`src/rtl/loop_decoder.sv`:
```
// loop_decoder: fetch/decode sequencer for the SIMD array with registered issue controls
// and a zero-overhead hardware loop stack.
module loop_decoder #(
  parameter int INS_ADDR_WIDTH = 10,
  parameter int ADDR_WIDTH     = 10,
  parameter int OPCODE_WIDTH   = 4,
  parameter int LOOP_DEPTH     = 2
) (
  input  logic                                 clk,
  input  logic                                 rstn,
  input  logic                                 start,
  input  logic                                 stall,
  input  logic [OPCODE_WIDTH+3*ADDR_WIDTH-1:0] instruction,
  output logic [INS_ADDR_WIDTH-1:0]            pc,
  output logic                                 issue_valid,
  output logic [1:0]                           pe_op,
  output logic [1:0]                           dot_ctrl,
  output logic                                 r_select,
  output logic                                 write_en,
  output logic [ADDR_WIDTH-1:0]                a_addr,
  output logic [ADDR_WIDTH-1:0]                b_addr,
  output logic [ADDR_WIDTH-1:0]                r_addr,
  output logic                                 busy,
  output logic                                 done,
  output logic                                 err,
  output logic [$clog2(LOOP_DEPTH+1)-1:0]      loop_level
);
  localparam int IW = INS_ADDR_WIDTH;
  localparam int AW = ADDR_WIDTH;
  localparam int OW = OPCODE_WIDTH;
  localparam int LW = $clog2(LOOP_DEPTH+1);
  localparam logic [OW-1:0] OP_LOOP = OW'(8);
  localparam logic [OW-1:0] OP_HALT = OW'(9);
  typedef enum logic [1:0] {IDLE, FETCH, EXEC, DONE} state_t;
  state_t state_q, state_d;
  logic [IW-1:0] pc_q, pc_d;
  logic [LW-1:0] lvl_q, lvl_d, top;
  logic err_q, err_d;
  logic [IW-1:0] ls_q [2**LW];
  logic [IW-1:0] le_q [2**LW];
  logic [AW-1:0] lr_q [2**LW];
  logic [OW-1:0] op;
  logic [AW-1:0] fa, fb, fr;
  logic [IW-1:0] lend, seq;
  logic go, is_loop, bad_loop, jump, full, pushable, push, at_end, back, pop, iss;
  logic iv_q, rs_q, we_q;
  logic [1:0] pe_q, dot_q;
  logic [AW-1:0] a_q, b_q, r_q;
  assign {fa, fb, fr, op} = instruction;
  assign lend = fr[IW-1:0];
  assign top = lvl_q - 1'b1;
  assign go = state_q == EXEC && !stall;
  assign is_loop = op == OP_LOOP;
  assign bad_loop = is_loop && lend <= pc_q;
  assign jump = is_loop && !bad_loop && fa == '0;
  assign full = lvl_q == LW'(LOOP_DEPTH);
  assign pushable = is_loop && !bad_loop && fa != '0 && !full;
  assign push = go && pushable;
  // Loop-back is skipped when this instruction itself redirected pc or opened a new loop.
  assign at_end = lvl_q != '0 && pc_q == le_q[top] && !jump && !pushable && op != OP_HALT;
  assign back = at_end && lr_q[top] > AW'(1);
  assign pop = at_end && lr_q[top] == AW'(1);
  assign seq = jump ? lend : pc_q;
  assign iss = go && op != '0 && op < OP_LOOP;
  always_comb begin
    state_d = state_q;
    pc_d = pc_q;
    lvl_d = lvl_q;
    err_d = err_q;
    if ((state_q == IDLE || state_q == DONE) && start) begin
      state_d = FETCH;
      pc_d = '0;
      lvl_d = '0;
      err_d = 1'b0;
    end else if (state_q == FETCH) begin
      state_d = EXEC;
    end else if (go) begin
      err_d = err_q || op > OP_HALT || bad_loop || (is_loop && !bad_loop && fa != '0 && full);
      lvl_d = push ? lvl_q + 1'b1 : pop ? lvl_q - 1'b1 : lvl_q;
      // Stepping past the last address ends the program instead of wrapping pc.
      if (op == OP_HALT || (!back && &seq)) begin
        state_d = DONE;
      end else begin
        state_d = FETCH;
        pc_d = back ? ls_q[top] : seq + 1'b1;
      end
    end
  end
  always_ff @(posedge clk) begin
    if (!rstn) begin
      state_q <= IDLE;
      pc_q <= '0;
      lvl_q <= '0;
      err_q <= 1'b0;
      iv_q <= 1'b0;
      pe_q <= 2'b00;
      dot_q <= 2'b00;
      rs_q <= 1'b0;
      we_q <= 1'b0;
      a_q <= '0;
      b_q <= '0;
      r_q <= '0;
    end else begin
      state_q <= state_d;
      pc_q <= pc_d;
      lvl_q <= lvl_d;
      err_q <= err_d;
      iv_q <= iss;
      pe_q <= !iss ? 2'b00 : op == OW'(1) ? 2'b01 : op == OW'(2) ? 2'b10 : op == OW'(7) ? 2'b00 : 2'b11;
      dot_q <= !iss ? 2'b00 : op == OW'(4) ? 2'b01 : op == OW'(5) ? 2'b10 : op == OW'(6) ? 2'b11 : 2'b00;
      rs_q <= iss && op >= OW'(4) && op <= OW'(6);
      we_q <= iss;
      a_q <= iss ? fa : '0;
      b_q <= iss ? fb : '0;
      r_q <= iss ? fr : '0;
    end
  end
  always_ff @(posedge clk) begin
    if (rstn && push) begin
      ls_q[lvl_q] <= pc_q + 1'b1;
      le_q[lvl_q] <= lend;
      lr_q[lvl_q] <= fa;
    end
    if (rstn && go && back) lr_q[top] <= lr_q[top] - 1'b1;
  end
  assign pc = pc_q;
  assign issue_valid = iv_q;
  assign pe_op = pe_q;
  assign dot_ctrl = dot_q;
  assign r_select = rs_q;
  assign write_en = we_q;
  assign a_addr = a_q;
  assign b_addr = b_q;
  assign r_addr = r_q;
  assign busy = state_q == FETCH || state_q == EXEC;
  assign done = state_q == DONE;
  assign err = err_q;
  assign loop_level = lvl_q;
endmodule

```
`config.mk`:
```
export PLATFORM = sky130hd
export DESIGN_NAME = loop_decoder
export DESIGN_NICKNAME = d
export VERILOG_FILES = /design/src/rtl/loop_decoder.sv
export SDC_FILE = /design/constraint.sdc
export NUM_CORES = 1
export LEC_CHECK = 0
export BUFFER_PORTS_ARGS = -buffer_cell sky130_fd_sc_hd__buf_2
export CAP_MARGIN = 20
export CORE_MARGIN = 2
export CORE_UTILIZATION = 36
export CTS_CLUSTER_DIAMETER = 50
export DETAILED_ROUTE_END_ITERATION = 8
export PLACE_DENSITY_LB_ADDON = 0.12
export SLEW_MARGIN = 0
export SYNTH_ARGS = -nofsm -noshare
export SYNTH_HDL_FRONTEND = slang
export SYNTH_SLANG_ARGS = --single-unit
```
`constraint.sdc`:
```
create_clock -name clk -period 4.7 [get_ports clk]
set_input_delay 0 -clock clk [delete_from_list [all_inputs] [get_ports clk]]
set_output_delay 0 -clock clk [all_outputs]
set_load 0.02 [all_outputs]
```
# After elaboration in Yosys (flattened, before gate mapping)
# Memory sizes are Yosys's and may differ from the RTL's.
# Cells that the tools add are included.
# word_totals
latch_bits	0
input_bits	38
wordCells	120
output_inout_bits	52
register_bits	51
romBits	0
ramBits	120
mem_count	3
# op_classes
multipliers	0
n_bitwise	4
eq_ne	15
n_reduce_logical	52
shifts	0
mux	21
order_cmp	6
div_mod_pow	0
add_sub_neg	5
# mem_list
memory	depth	width	rd	rd_ports_with_merged_regs	write_ports	line_no	text
le_q	4	10	1	0	1	40	logic [IW-1:0] le_q [2**LW];
lr_q	4	10	1	0	1	41	logic [AW-1:0] lr_q [2**LW];
ls_q	4	10	1	0	1	39	logic [IW-1:0] ls_q [2**LW];
# ops
cell	n
$mux W10	3
$logic_and A1 B1 Y1	23
$add A10 B1 Y10 const B	2
$mux W2	10
$eq A4 B3 Y1 const B	4
$eq A10 B1 Y1 const B	1
$eq A10 B10 Y1	1
$gt A10 B1 Y1 const B	1
$le A10 B10 Y1	1
$logic_not A10 Y1	1
$reduce_and A10 Y1	1
$reduce_bool A10 Y1	1
$reduce_or A10 Y1	1
$sub A10 B1 Y10 const B	1
$eq A4 B4 Y1 const B	2
$mux W1	8
$eq A2 B2 Y1 const B	3
$logic_not A1 Y1	6
$logic_or A1 B1 Y1	6
$reduce_and A3 Y1	2
$reduce_bool A2 Y1	3
$reduce_or A3 Y1	2
$eq A4 B1 Y1 const B	1
$eq A4 B2 Y1 const B	1
14 further kinds	18

# Longest topological paths before layout
# Gate-level depths: netlist of the first run.
# depth
ltp_word	17
mapped_depth	19
ltp_nobuf	16

# Worst setup path before layout of the first run
# Ideal clock, no wire load.
# synth_timing
path_kind	register -> register
startpoint	reg lvl_q[0], in the netlist loop_level[0]
endpoint	mem lr_q[1][0] (netlist name) (enable)
arrival_time_ns	4.380
required_ns	4.307
synth_period_minus_slack_ns	4.774
setup_ns	0.393
slack_ns	-0.074
stages_incl_launch_ff	16
n_path_buf	6
cell_sequence	dfxtp_1 > buf_6 > buf_12 > inv_1 > ha_1 > buf_2 > buf_1 > mux4_2 > ha_1 > o2111ai_1 > o21ai_0 > or3_4 > or2_1 > buf_6 > buf_8 > o31ai_1
# synth_via
elab_chain_len	13
elab_cells_between_ends	25
classes_between	1 x add/sub; 1 x order compare; 2 x eq/ne; 6 x mux; 13 x reduce/logical; 2 x memory
# synth_lines
item	line_no	text
start, declared	37	logic [LW-1:0] lvl_q, lvl_d, top;
start signal, assigned	106	lvl_q <= lvl_d;
branches (longest 13 deep; another with $mem_v2 Z4 W10)	n/a	
end, declared	41	
# Several ways; the timed one is not identified.

# Worst setup path after layout of the first run
# layout_timing
startpoint	reg lvl_q[1], in the netlist loop_level[1]
endpoint	mem lr_q[1][3] (netlist name) (enable)
# The elaborated chain is that of the path after synthesis.

==> report_table.html, run 1 <==
<table>
<tr><th>Metric</th><th>Value</th></tr>
<tr><th colspan="2">Cells and area</th></tr>
<tr><td>Final nets</td><td>772</td></tr>
<tr><td>Relative area change from synthesis to final layout</td><td>25.3%</td></tr>
<tr><td>Final Util</td><td>45.7%</td></tr>
<tr><td>Fraction of final layout cells with drive strength greater than 1</td><td>25.8%</td></tr>
<tr><td>Layout filler cell count</td><td>1937</td></tr>
<tr><td>Diodes inserted</td><td>0</td></tr>
<tr><td>Design area</td><td>0.00959 mm²</td></tr>
<tr><th colspan="2">Critical path</th></tr>
<tr><td>Delay of the slowest cell on the worst path</td><td>0.54 ns</td></tr>
<tr><td>Cell repeated most along the worst path</td><td>sky130_fd_sc_hd__buf_4</td></tr>
<tr><td>Arrival time of data at the critical path endpoint</td><td>4.44 ns</td></tr>
<tr><td>Startpoint types</td><td>flop</td></tr>
<tr><td>Endpoint type of the worst setup path</td><td>flop</td></tr>
<tr><td>Start-to-end type of the worst setup path</td><td>reg2reg</td></tr>
<tr><td>Crit path max-delay family</td><td>simple AND/OR/NAND/NOR gates</td></tr>
<tr><td>Required time at the endpoint of the critical path</td><td>4.82 ns</td></tr>
<tr><td>List of cells traversed by the critical path</td><td>inv_1 -&gt; ha_1 -&gt; buf_4 -&gt; mux4_1 -&gt; xnor2_1 -&gt; nand4_1 -&gt; a2111o_1 -&gt; or3_4 -&gt; or2_2 -&gt; o31ai_1 -&gt; buf_4</td></tr>
<tr><td>Maximum fanout encountered on the critical timing path</td><td>13</td></tr>
<tr><td>WP buf/inv</td><td>3</td></tr>
<tr><td>Cell with the biggest individual delay on the critical path</td><td>sky130_fd_sc_hd__a2111o_1</td></tr>
<tr><th colspan="2">Clocking</th></tr>
<tr><td>CTS H-tree depth</td><td>4</td></tr>
<tr><td>Number of buffers added for setup after CTS</td><td>0</td></tr>
<tr><td>Insertion delay to the later sink of the worst-skew pair</td><td>0.44 ns</td></tr>
<tr><td>Root Driver</td><td>sky130_fd_sc_hd__clkbuf_16</td></tr>
<tr><td>TritonCTS clock tree</td><td>built</td></tr>
<tr><td>Deepest clock path buffer count</td><td>2</td></tr>
<tr><td>Number of sinks driven by the clock tree</td><td>171</td></tr>
<tr><td>Num CTS Buffers</td><td>17</td></tr>
<tr><td>Clock-pin slew of the registers on the worst-case setup and hold paths</td><td>0.07 ns</td></tr>
<tr><th colspan="2">Power</th></tr>
<tr><td>Pwr/cell area</td><td>360 mW/mm²</td></tr>
<tr><td>Switching power share of the total</td><td>24.8%</td></tr>
<tr><td>Part of the power in registers</td><td>48.6%</td></tr>
<tr><td>Logic gate share of total power</td><td>10.3%</td></tr>
<tr><td>Total internal power</td><td>2.59 mW</td></tr>
<tr><td>Clk network pwr share</td><td>41.1%</td></tr>
<tr><td>Net load switching power</td><td>0.856 mW</td></tr>
<tr><td>Standby leakage power</td><td>3.69 nW</td></tr>
<tr><td>IR Drop Worst-Case VDD</td><td>212 µV</td></tr>
<tr><th colspan="2">Flow run</th></tr>
<tr><td>Number of maximum-capacitance constraint violations</td><td>0</td></tr>
<tr><th colspan="2">Timing</th></tr>
<tr><td>Slew at the pin closest to its max-slew limit</td><td>0.856 ns</td></tr>
<tr><td>F_max</td><td>0.232 GHz</td></tr>
<tr><td>Worst slew margin relative to its limit</td><td>42.2%</td></tr>
<tr><td>Final-report setup violation count</td><td>0</td></tr>
<tr><td>Final Max Tran Viols</td><td>0</td></tr>
<tr><td>Final period utilization</td><td>91.8%</td></tr>
<tr><td>Post-layout min period</td><td>4.31 ns</td></tr>
<tr><td>Max Clock Skew</td><td>0.0184 ns</td></tr>
<tr><td>Final hold slack</td><td>0.301 ns</td></tr>
<tr><td>Count of endpoints failing hold in the final timing report</td><td>0</td></tr>
<tr><td>Setup repair after global routing missed its margin</td><td>false</td></tr>
<tr><th colspan="2">Global routing</th></tr>
<tr><td>Initial antenna violation count</td><td>0</td></tr>
<tr><td>Pin count of the biggest net entering global routing</td><td>39</td></tr>
<tr><td>Met3 usage in global routing</td><td>3.35%</td></tr>
<tr><td>Busiest layer in global routing</td><td>met2</td></tr>
<tr><td>GRT Residual Overflow</td><td>0</td></tr>
<tr><td>Vias in the first global route</td><td>5048</td></tr>
<tr><td>Wire length of the first global-routing pass</td><td>28800 µm</td></tr>
<tr><td>GR Layer Usage met2</td><td>31.1%</td></tr>
<tr><td>Met1 Use GR</td><td>21.7%</td></tr>
<tr><td>Total GRT Usage</td><td>17.6%</td></tr>
<tr><th colspan="2">Die</th></tr>
<tr><td>Core region area</td><td>0.0210 mm²</td></tr>
<tr><td>Chip width</td><td>150 µm</td></tr>
<tr><td>Cell Rows</td><td>53</td></tr>
<tr><td>Chip Height</td><td>150 µm</td></tr>
<tr><td>Die footprint</td><td>0.0224 mm²</td></tr>
<tr><td>Top-Level Pins</td><td>90</td></tr>
<tr><td>Initial core utilization</td><td>36.5%</td></tr>
<tr><th colspan="2">Synth</th></tr>
<tr><td>Fraction of post-synthesis cell area in the top cell type by area</td><td>47.1%</td></tr>
<tr><td>Fraction of the yosys area taken by sequential cells</td><td>60.5%</td></tr>
<tr><td>Cell taking the most area after synthesis</td><td>sky130_fd_sc_hd__edfxtp_1</td></tr>
<tr><td>Async set-or-reset flop fraction in the synthesized netlist</td><td>0%</td></tr>
<tr><td>Dominant cells by area after synthesis</td><td>sky130_fd_sc_hd__edfxtp_1, sky130_fd_sc_hd__dfxtp_1, sky130_fd_sc_hd__mux4_2</td></tr>
<tr><td>Most frequently used cell type in the post-synthesis netlist</td><td>sky130_fd_sc_hd__edfxtp_1</td></tr>
<tr><td>Post-synthesis average cell area</td><td>14.0 µm²</td></tr>
<tr><td>Count of mapped cells out of synthesis</td><td>545</td></tr>
<tr><td>Most used flip-flop cell after synthesis</td><td>sky130_fd_sc_hd__edfxtp_1</td></tr>
<tr><td>Synth top cells by count</td><td>sky130_fd_sc_hd__edfxtp_1, sky130_fd_sc_hd__dfxtp_1, sky130_fd_sc_hd__and2_1</td></tr>
<tr><td>Synth cell types</td><td>53</td></tr>
<tr><td>Ys Warns</td><td>0</td></tr>
<tr><td>Post-synth EDFFs</td><td>120</td></tr>
<tr><td>Mapped Area</td><td>0.00765 mm²</td></tr>
<tr><td>FF+latch count, synth</td><td>171</td></tr>
<tr><th colspan="2">Place</th></tr>
<tr><td>Area of placed instances</td><td>0.00855 mm²</td></tr>
<tr><td>Routability congestion estimate from global placement</td><td>0.824</td></tr>
<tr><td>Count of input and output buffers</td><td>89</td></tr>
<tr><td>Dpl hpwl</td><td>12700 µm</td></tr>
<tr><th colspan="2">Detailed routing</th></tr>
<tr><td>Remaining routing DRC violations</td><td>0</td></tr>
<tr><td>Detailed router's first-iteration violation count</td><td>253</td></tr>
<tr><td>Post-route antenna net violation count</td><td>0</td></tr>
<tr><td>Vias post-DR</td><td>4944</td></tr>
<tr><td>Routed via count divided by cell count</td><td>4.94</td></tr>
<tr><td>Detailed Routing Iterations Pass 1</td><td>4</td></tr>
<tr><td>Post-DR wirelength/cell</td><td>18.6 µm</td></tr>
<tr><td>Drt total wl</td><td>18600 µm</td></tr>
<tr><th colspan="2">Hold path</th></tr>
<tr><td>Type of the worst min-delay path</td><td>in2reg</td></tr>
<tr><th colspan="2">Outcome</th></tr>
<tr><td>Status</td><td>finished, final reports clean</td></tr>
</table>
sequential cells by signal (all words and copies together), names as in the netlist:
register    count
a_addr         10
b_addr         10
dot_ctrl        2
err             1
le_q           40
loop_level      2
lr_q           40
ls_q           40
pc             10
pe_op           2
r_addr         10
r_select        1
state_q         2
write_en        1
layer usage:
metal  share of wire [%]  vias to the layer above
li1                    -                     2358
met4                 1.5                        0
met2                  52                       95
met5                   0                        -
met1                  44                     2471
met3                 2.8                       20
final cells by class:
class / instances / area [µm²] / area share (%)
multi-input cells: 343 / 2870 / 30.0
well taps: 275 / 344 / 3.59
clock inverters: 14 / 160 / 1.67
clock buffers: 18 / 429 / 4.48
flip-flops and latches: 171 / 4630 / 48.3
inverters: 25 / 97.6 / 1.02
repair buffers: 154 / 1060 / 11.0
cells in the final DEF, fill, tap and decap left out, types with 6 or more instances in the layout:
master	n
sky130_fd_sc_hd__a211oi_1	7
sky130_fd_sc_hd__a21oi_1	18
sky130_fd_sc_hd__and2_1	36
sky130_fd_sc_hd__buf_2	89
sky130_fd_sc_hd__buf_4	22
sky130_fd_sc_hd__clkbuf_16	17
sky130_fd_sc_hd__conb_1	20
sky130_fd_sc_hd__dfxtp_1	50
sky130_fd_sc_hd__dlygate4sd3_1	41
sky130_fd_sc_hd__edfxtp_1	120
sky130_fd_sc_hd__ha_1	22
sky130_fd_sc_hd__inv_1	24
sky130_fd_sc_hd__mux2_4	6
sky130_fd_sc_hd__mux2i_1	14
sky130_fd_sc_hd__mux4_1	8
sky130_fd_sc_hd__mux4_2	20
sky130_fd_sc_hd__nand2_1	18
sky130_fd_sc_hd__nand3_1	23
sky130_fd_sc_hd__nand4_1	7
sky130_fd_sc_hd__nor2_1	20
sky130_fd_sc_hd__nor3_1	8
sky130_fd_sc_hd__nor4_1	7
sky130_fd_sc_hd__o21ai_0	10
sky130_fd_sc_hd__o31ai_1	14
sky130_fd_sc_hd__xnor2_1	28
sky130_fd_sc_hd__xor2_1	11
power groups by stage:
stage	combinational, mW	sequential (mW)	clock, mW
6_report	0.354	1.68	1.42
5_1_grt	0.392	1.68	1.50
4_1_cts	0.353	1.68	1.44
3_5_place_dp	0.321	1.71	0
3_3_place_gp	0.313	1.71	0
2_1_floorplan	0.181	1.72	0
what timing repair did:
action | 4_1_cts | 5_1_grt
endpoints found under the hold margin | 116 | 0
endpoints found under the setup margin | 0 | 11
gates resized for setup | 0 | 5
hold buffers | 41 | 0
worst reg2reg max path, cell delays in order, from the launching register on:
cell	delay, ns
sky130_fd_sc_hd__dfxtp_1	0.45
sky130_fd_sc_hd__inv_1	0.13
sky130_fd_sc_hd__ha_1	0.50
sky130_fd_sc_hd__buf_4	0.22
sky130_fd_sc_hd__mux4_1	0.29
sky130_fd_sc_hd__xnor2_1	0.17
sky130_fd_sc_hd__nand4_1	0.18
sky130_fd_sc_hd__a2111o_1	0.55
sky130_fd_sc_hd__or3_4	0.53
sky130_fd_sc_hd__or2_2	0.51
sky130_fd_sc_hd__o31ai_1	0.25
sky130_fd_sc_hd__buf_4	0.25
metrics by stage:
step	setup WS, ns	total power [mW]	cells	setup TNS [ns]
finish	0.385	3.45	1000	0
global route	0.00410	3.58	1000	0
CTS	0.205	3.47	999	0
detailed placement	0.248	2.03	926	0
global placement	0.258	2.02	926	0
floorplan	-0.0736	1.90	564	-2.21
worst paths after layout:
path	end	start	cells past startpoint	slack, ns
setup / recovery	lr_q[1][3]	loop_level[1]	11	0.39
hold / removal	b_addr[0]	instruction[14]	3	0.30
setup reg to reg	lr_q[1][3]	loop_level[1]	11	0.39
hold reg to reg	err	err	2	0.56
cell families after synthesis:
kind of cell,count (synthesis),share of synthesized area [%]
other cells,1,0.0490
buf+inv,50,3.11
compound gates,66,5.66
simple gates,143,10.3
xor+xnor,39,4.47
fa+ha+maj,22,3.60
mux,53,12.4
flops,171,60.5
Note: power is estimated with default switching activity, not from simulation.
==> inputs of run 2 (changes only) <==
--- a/config.mk
+++ b/config.mk
@@ -12,6 +12,7 @@
 export CTS_CLUSTER_DIAMETER = 50
 export DETAILED_ROUTE_END_ITERATION = 8
 export PLACE_DENSITY_LB_ADDON = 0.12
+export REMOVE_ABC_BUFFERS = 1
 export SLEW_MARGIN = 0
 export SYNTH_ARGS = -nofsm -noshare
 export SYNTH_HDL_FRONTEND = slang
==> run 2 against run 1 <==
Non-clock buffer count down 3. Worst hold slack better by 0.0036 ns. Final area shrank 0.76%. Maximum frequency up 0.98%. Count of clock-buffer cells in the layout grew 1. Setup slack gained 0.042 ns. Critical endpoint is now state_q[1]. First-iteration DRC count down 4.7%.
==> report_table.html, run 2 (synthesis gave the netlist of run 1 again) <==
<table>
<tr><th>Metric</th><th>Value</th></tr>
<tr><th colspan="2">Cells and area</th></tr>
<tr><td>Design area</td><td>0.00951 mm² (-0.76%)</td></tr>
<tr><td>Biggest regs</td><td>le_q x40, lr_q x40, ls_q x40</td></tr>
<tr><td>Commonest non-fill, non-tap cell in the layout</td><td>sky130_fd_sc_hd__edfxtp_1</td></tr>
<tr><td>Multi-input gate area in the final layout</td><td>0.00287 mm² (-0.22%)</td></tr>
<tr><td>Layout filler cell count</td><td>1973 (+1.9%)</td></tr>
<tr><td>Fraction of final layout cells with drive strength greater than 1</td><td>25.1% (-0.72 points)</td></tr>
<tr><td>Diodes inserted</td><td>0 (unchanged)</td></tr>
<tr><td>Final nets</td><td>769 (-0.39%)</td></tr>
<tr><td>Leading cell types in the layout, fill and taps excluded</td><td>sky130_fd_sc_hd__edfxtp_1, sky130_fd_sc_hd__buf_2, sky130_fd_sc_hd__dfxtp_1</td></tr>
<tr><td>Storage cell area</td><td>0.00463 mm² (unchanged)</td></tr>
<tr><td>Relative area change from synthesis to final layout</td><td>24.4%</td></tr>
<tr><th colspan="2">Clocking</th></tr>
<tr><td>TritonCTS clock tree</td><td>built</td></tr>
<tr><td>Number of sinks driven by the clock tree</td><td>171 (unchanged)</td></tr>
<tr><td>CTS H-tree depth</td><td>4 (unchanged)</td></tr>
<tr><td>Num CTS Buffers</td><td>17 (unchanged)</td></tr>
<tr><td>Root Driver</td><td>sky130_fd_sc_hd__clkbuf_16</td></tr>
<tr><td>Deepest clock path buffer count</td><td>2 (unchanged)</td></tr>
<tr><td>Clock-pin slew of the registers on the worst-case setup and hold paths</td><td>0.06 ns (about the same)</td></tr>
<tr><td>Insertion delay to the later sink of the worst-skew pair</td><td>0.43 ns (about the same)</td></tr>
<tr><th colspan="2">Detailed routing</th></tr>
<tr><td>Drt total wl</td><td>17800 µm (-4.5%)</td></tr>
<tr><td>Vias post-DR</td><td>4877 (-1.4%)</td></tr>
<tr><td>Post-DR wirelength/cell</td><td>17.8 µm (-4.2%)</td></tr>
<tr><td>Detailed Routing Iterations Pass 1</td><td>4 (unchanged)</td></tr>
<tr><td>Routed via count divided by cell count</td><td>4.89 (-1.1%)</td></tr>
<tr><td>Detailed router's first-iteration violation count</td><td>241 (-4.7%)</td></tr>
<tr><td>Remaining routing DRC violations</td><td>0 (unchanged)</td></tr>
<tr><td>Post-route antenna net violation count</td><td>0 (unchanged)</td></tr>
<tr><th colspan="2">Die</th></tr>
<tr><td>Initial core utilization</td><td>36.5% (unchanged)</td></tr>
<tr><td>Chip width</td><td>150 µm (unchanged)</td></tr>
<tr><td>Top-Level Pins</td><td>90 (unchanged)</td></tr>
<tr><td>Die footprint</td><td>0.0224 mm² (unchanged)</td></tr>
<tr><td>Cell Rows</td><td>53 (unchanged)</td></tr>
<tr><td>Chip Height</td><td>150 µm (unchanged)</td></tr>
<tr><td>Core region area</td><td>0.0210 mm² (unchanged)</td></tr>
<tr><th colspan="2">Critical path</th></tr>
<tr><td>Crit path max-delay family</td><td>simple AND/OR/NAND/NOR gates</td></tr>
<tr><td>WP buf/inv</td><td>4 (+1)</td></tr>
<tr><td>Arrival time of data at the critical path endpoint</td><td>4.61 ns (+0.17 ns)</td></tr>
<tr><td>List of cells traversed by the critical path</td><td>inv_1 -&gt; ha_1 -&gt; o21ai_0 -&gt; o21ai_0 -&gt; or4_4 -&gt; a21oi_1 -&gt; a21oi_1 -&gt; inv_1 -&gt; ha_1 -&gt; inv_1 -&gt; nor2_1 -&gt; nand3_1 -&gt; nor4_1 -&gt; a211oi_1 -&gt; buf_4 -&gt; or2_2 -&gt; a211oi_1</td></tr>
<tr><td>Delay of the slowest cell on the worst path</td><td>0.61 ns (+0.07 ns)</td></tr>
<tr><td>Start-to-end type of the worst setup path</td><td>reg2reg</td></tr>
<tr><td>R2R Setup Slk</td><td>0.43 ns (+0.04 ns)</td></tr>
<tr><td>Endpoint type of the worst setup path</td><td>flop</td></tr>
<tr><td>Cell repeated most along the worst path</td><td>sky130_fd_sc_hd__inv_1</td></tr>
<tr><td>Cell with the biggest individual delay on the critical path</td><td>sky130_fd_sc_hd__or4_4</td></tr>
<tr><td>Required time at the endpoint of the critical path</td><td>5.03 ns (+0.21 ns)</td></tr>
<tr><td>Maximum fanout encountered on the critical timing path</td><td>11 (-2)</td></tr>
<tr><td>Startpoint types</td><td>flop</td></tr>
<tr><th colspan="2">Place</th></tr>
<tr><td>Count of input and output buffers</td><td>89 (unchanged)</td></tr>
<tr><td>Area of placed instances</td><td>0.00854 mm² (-0.12%)</td></tr>
<tr><td>Routability congestion estimate from global placement</td><td>0.821 (-0.40%)</td></tr>
<tr><td>Dpl hpwl</td><td>12500 µm (-1.5%)</td></tr>
<tr><th colspan="2">Power</th></tr>
<tr><td>IR Drop Worst-Case VDD</td><td>239 µV (+13%)</td></tr>
<tr><td>Standby leakage power</td><td>3.66 nW (-0.83%)</td></tr>
<tr><td>Overall power consumption</td><td>3.30 mW (-4.3%)</td></tr>
<tr><td>Pwr/cell area</td><td>347 mW/mm² (-3.6%)</td></tr>
<tr><th colspan="2">Timing</th></tr>
<tr><td>Final TNS setup</td><td>0 ns (unchanged)</td></tr>
<tr><td>Max Clock Skew</td><td>0.0111 ns (-0.00735 ns)</td></tr>
<tr><td>Setup repair after global routing missed its margin</td><td>false</td></tr>
<tr><td>Count of endpoints failing hold in the final timing report</td><td>0 (unchanged)</td></tr>
<tr><td>Slew at the pin closest to its max-slew limit</td><td>0.955 ns (+0.0993 ns)</td></tr>
<tr><td>Post-layout min period</td><td>4.27 ns (-0.0419 ns)</td></tr>
<tr><td>Worst slew margin relative to its limit</td><td>35.5% (-6.7 points)</td></tr>
<tr><td>Final hold slack</td><td>0.305 ns (+0.00364 ns)</td></tr>
<tr><td>Final Max Tran Viols</td><td>0 (unchanged)</td></tr>
<tr><td>Final period utilization</td><td>90.9% (-0.89 points)</td></tr>
<tr><td>Final-report setup violation count</td><td>0 (unchanged)</td></tr>
<tr><td>F_max</td><td>0.234 GHz (+0.98%)</td></tr>
<tr><th colspan="2">Global routing</th></tr>
<tr><td>Initial antenna violation count</td><td>0 (unchanged)</td></tr>
<tr><td>Vias in the first global route</td><td>4989 (-1.2%)</td></tr>
<tr><td>Wire length of the first global-routing pass</td><td>27900 µm (-3.2%)</td></tr>
<tr><td>Total GRT Usage</td><td>16.9% (-0.68 points)</td></tr>
<tr><td>GRT Residual Overflow</td><td>0 (unchanged)</td></tr>
<tr><td>Pin count of the biggest net entering global routing</td><td>32 (-18%)</td></tr>
<tr><th colspan="2">Outcome</th></tr>
<tr><td>Status</td><td>finished, final reports clean</td></tr>
<tr><th colspan="2">Flow run</th></tr>
<tr><td>Number of maximum-capacitance constraint violations</td><td>0 (unchanged)</td></tr>
<tr><th colspan="2">Hold path</th></tr>
<tr><td>Type of the worst min-delay path</td><td>in2reg</td></tr>
</table>
run 2: cell types whose count changed in the layout (fill, tap and decap cells not counted), sizes merged:
cell,change
clkbuf,+1
buf,-3
clkinv,+4
bufinv,-2
inv,-1
clkinvlp,-2
run 2: power by group:
group / internal [mW] / switching [mW]
combinational: 0.142 / 0.199
sequential: 1.65 / 0.0269
clock: 0.693 / 0.586
run 2: worst reg2reg max path, stage by stage (launching register included):
cell and delay, ns:
sky130_fd_sc_hd__dfxtp_1 0.54, sky130_fd_sc_hd__inv_1 0.16, sky130_fd_sc_hd__ha_1 0.32, sky130_fd_sc_hd__o21ai_0 0.20
sky130_fd_sc_hd__o21ai_0 0.17, sky130_fd_sc_hd__or4_4 0.61, sky130_fd_sc_hd__a21oi_1 0.15, sky130_fd_sc_hd__a21oi_1 0.07
sky130_fd_sc_hd__inv_1 0.08, sky130_fd_sc_hd__ha_1 0.21, sky130_fd_sc_hd__inv_1 0.10, sky130_fd_sc_hd__nor2_1 0.19
sky130_fd_sc_hd__nand3_1 0.13, sky130_fd_sc_hd__nor4_1 0.28, sky130_fd_sc_hd__a211oi_1 0.09, sky130_fd_sc_hd__buf_4 0.20
sky130_fd_sc_hd__or2_2 0.43, sky130_fd_sc_hd__a211oi_1 0.25
run 2: area by class of cell:
cell class / count / area share [%]
tap: 275 / 3.62
timing repair buffer: 151 / 11.0
inverter: 25 / 0.986
sequential: 171 / 48.6
clock inverter: 13 / 0.986
multi-input combinational: 343 / 30.1
clock buffer: 19 / 4.66
run 2: path summary, 6_finish.rpt:
kind,from,to,depth (start not counted)
max,pc[8],state_q[1],17
min,instruction[21],b_addr[7],3
max reg2reg,pc[8],state_q[1],17
min reg2reg,err,err,2
run 2: stage by stage:
stage | setup slack, ns | util [%] | std cells
after floorplan | -1.65 | - | 539
after global placement | 0.211 | 40.8 | 923
final | 0.427 | 45.4 | 997
after detailed placement | 0.239 | 40.8 | 923
after global routing | 0.0283 | 45.4 | 997
after CTS | 0.217 | 45.3 | 996
run 2: timing repair:
item | 4_1_cts | 5_1_grt
hold endpoints to repair | 120 | 0
setup endpoints to repair | 0 | 10
hold buffers | 41 | 0
setup buffers | 0 | 0
resized for setup | 0 | 3
run 2: routing by layer:
layer	vias to the layer above	routed length (µm)	GRT usage, %
met3	21	575	3.51
met2	96	9240	29.7
met1	2400	7600	20.5
li1	2360	-	-
met4	0	365	6.08
met5	-	0	0
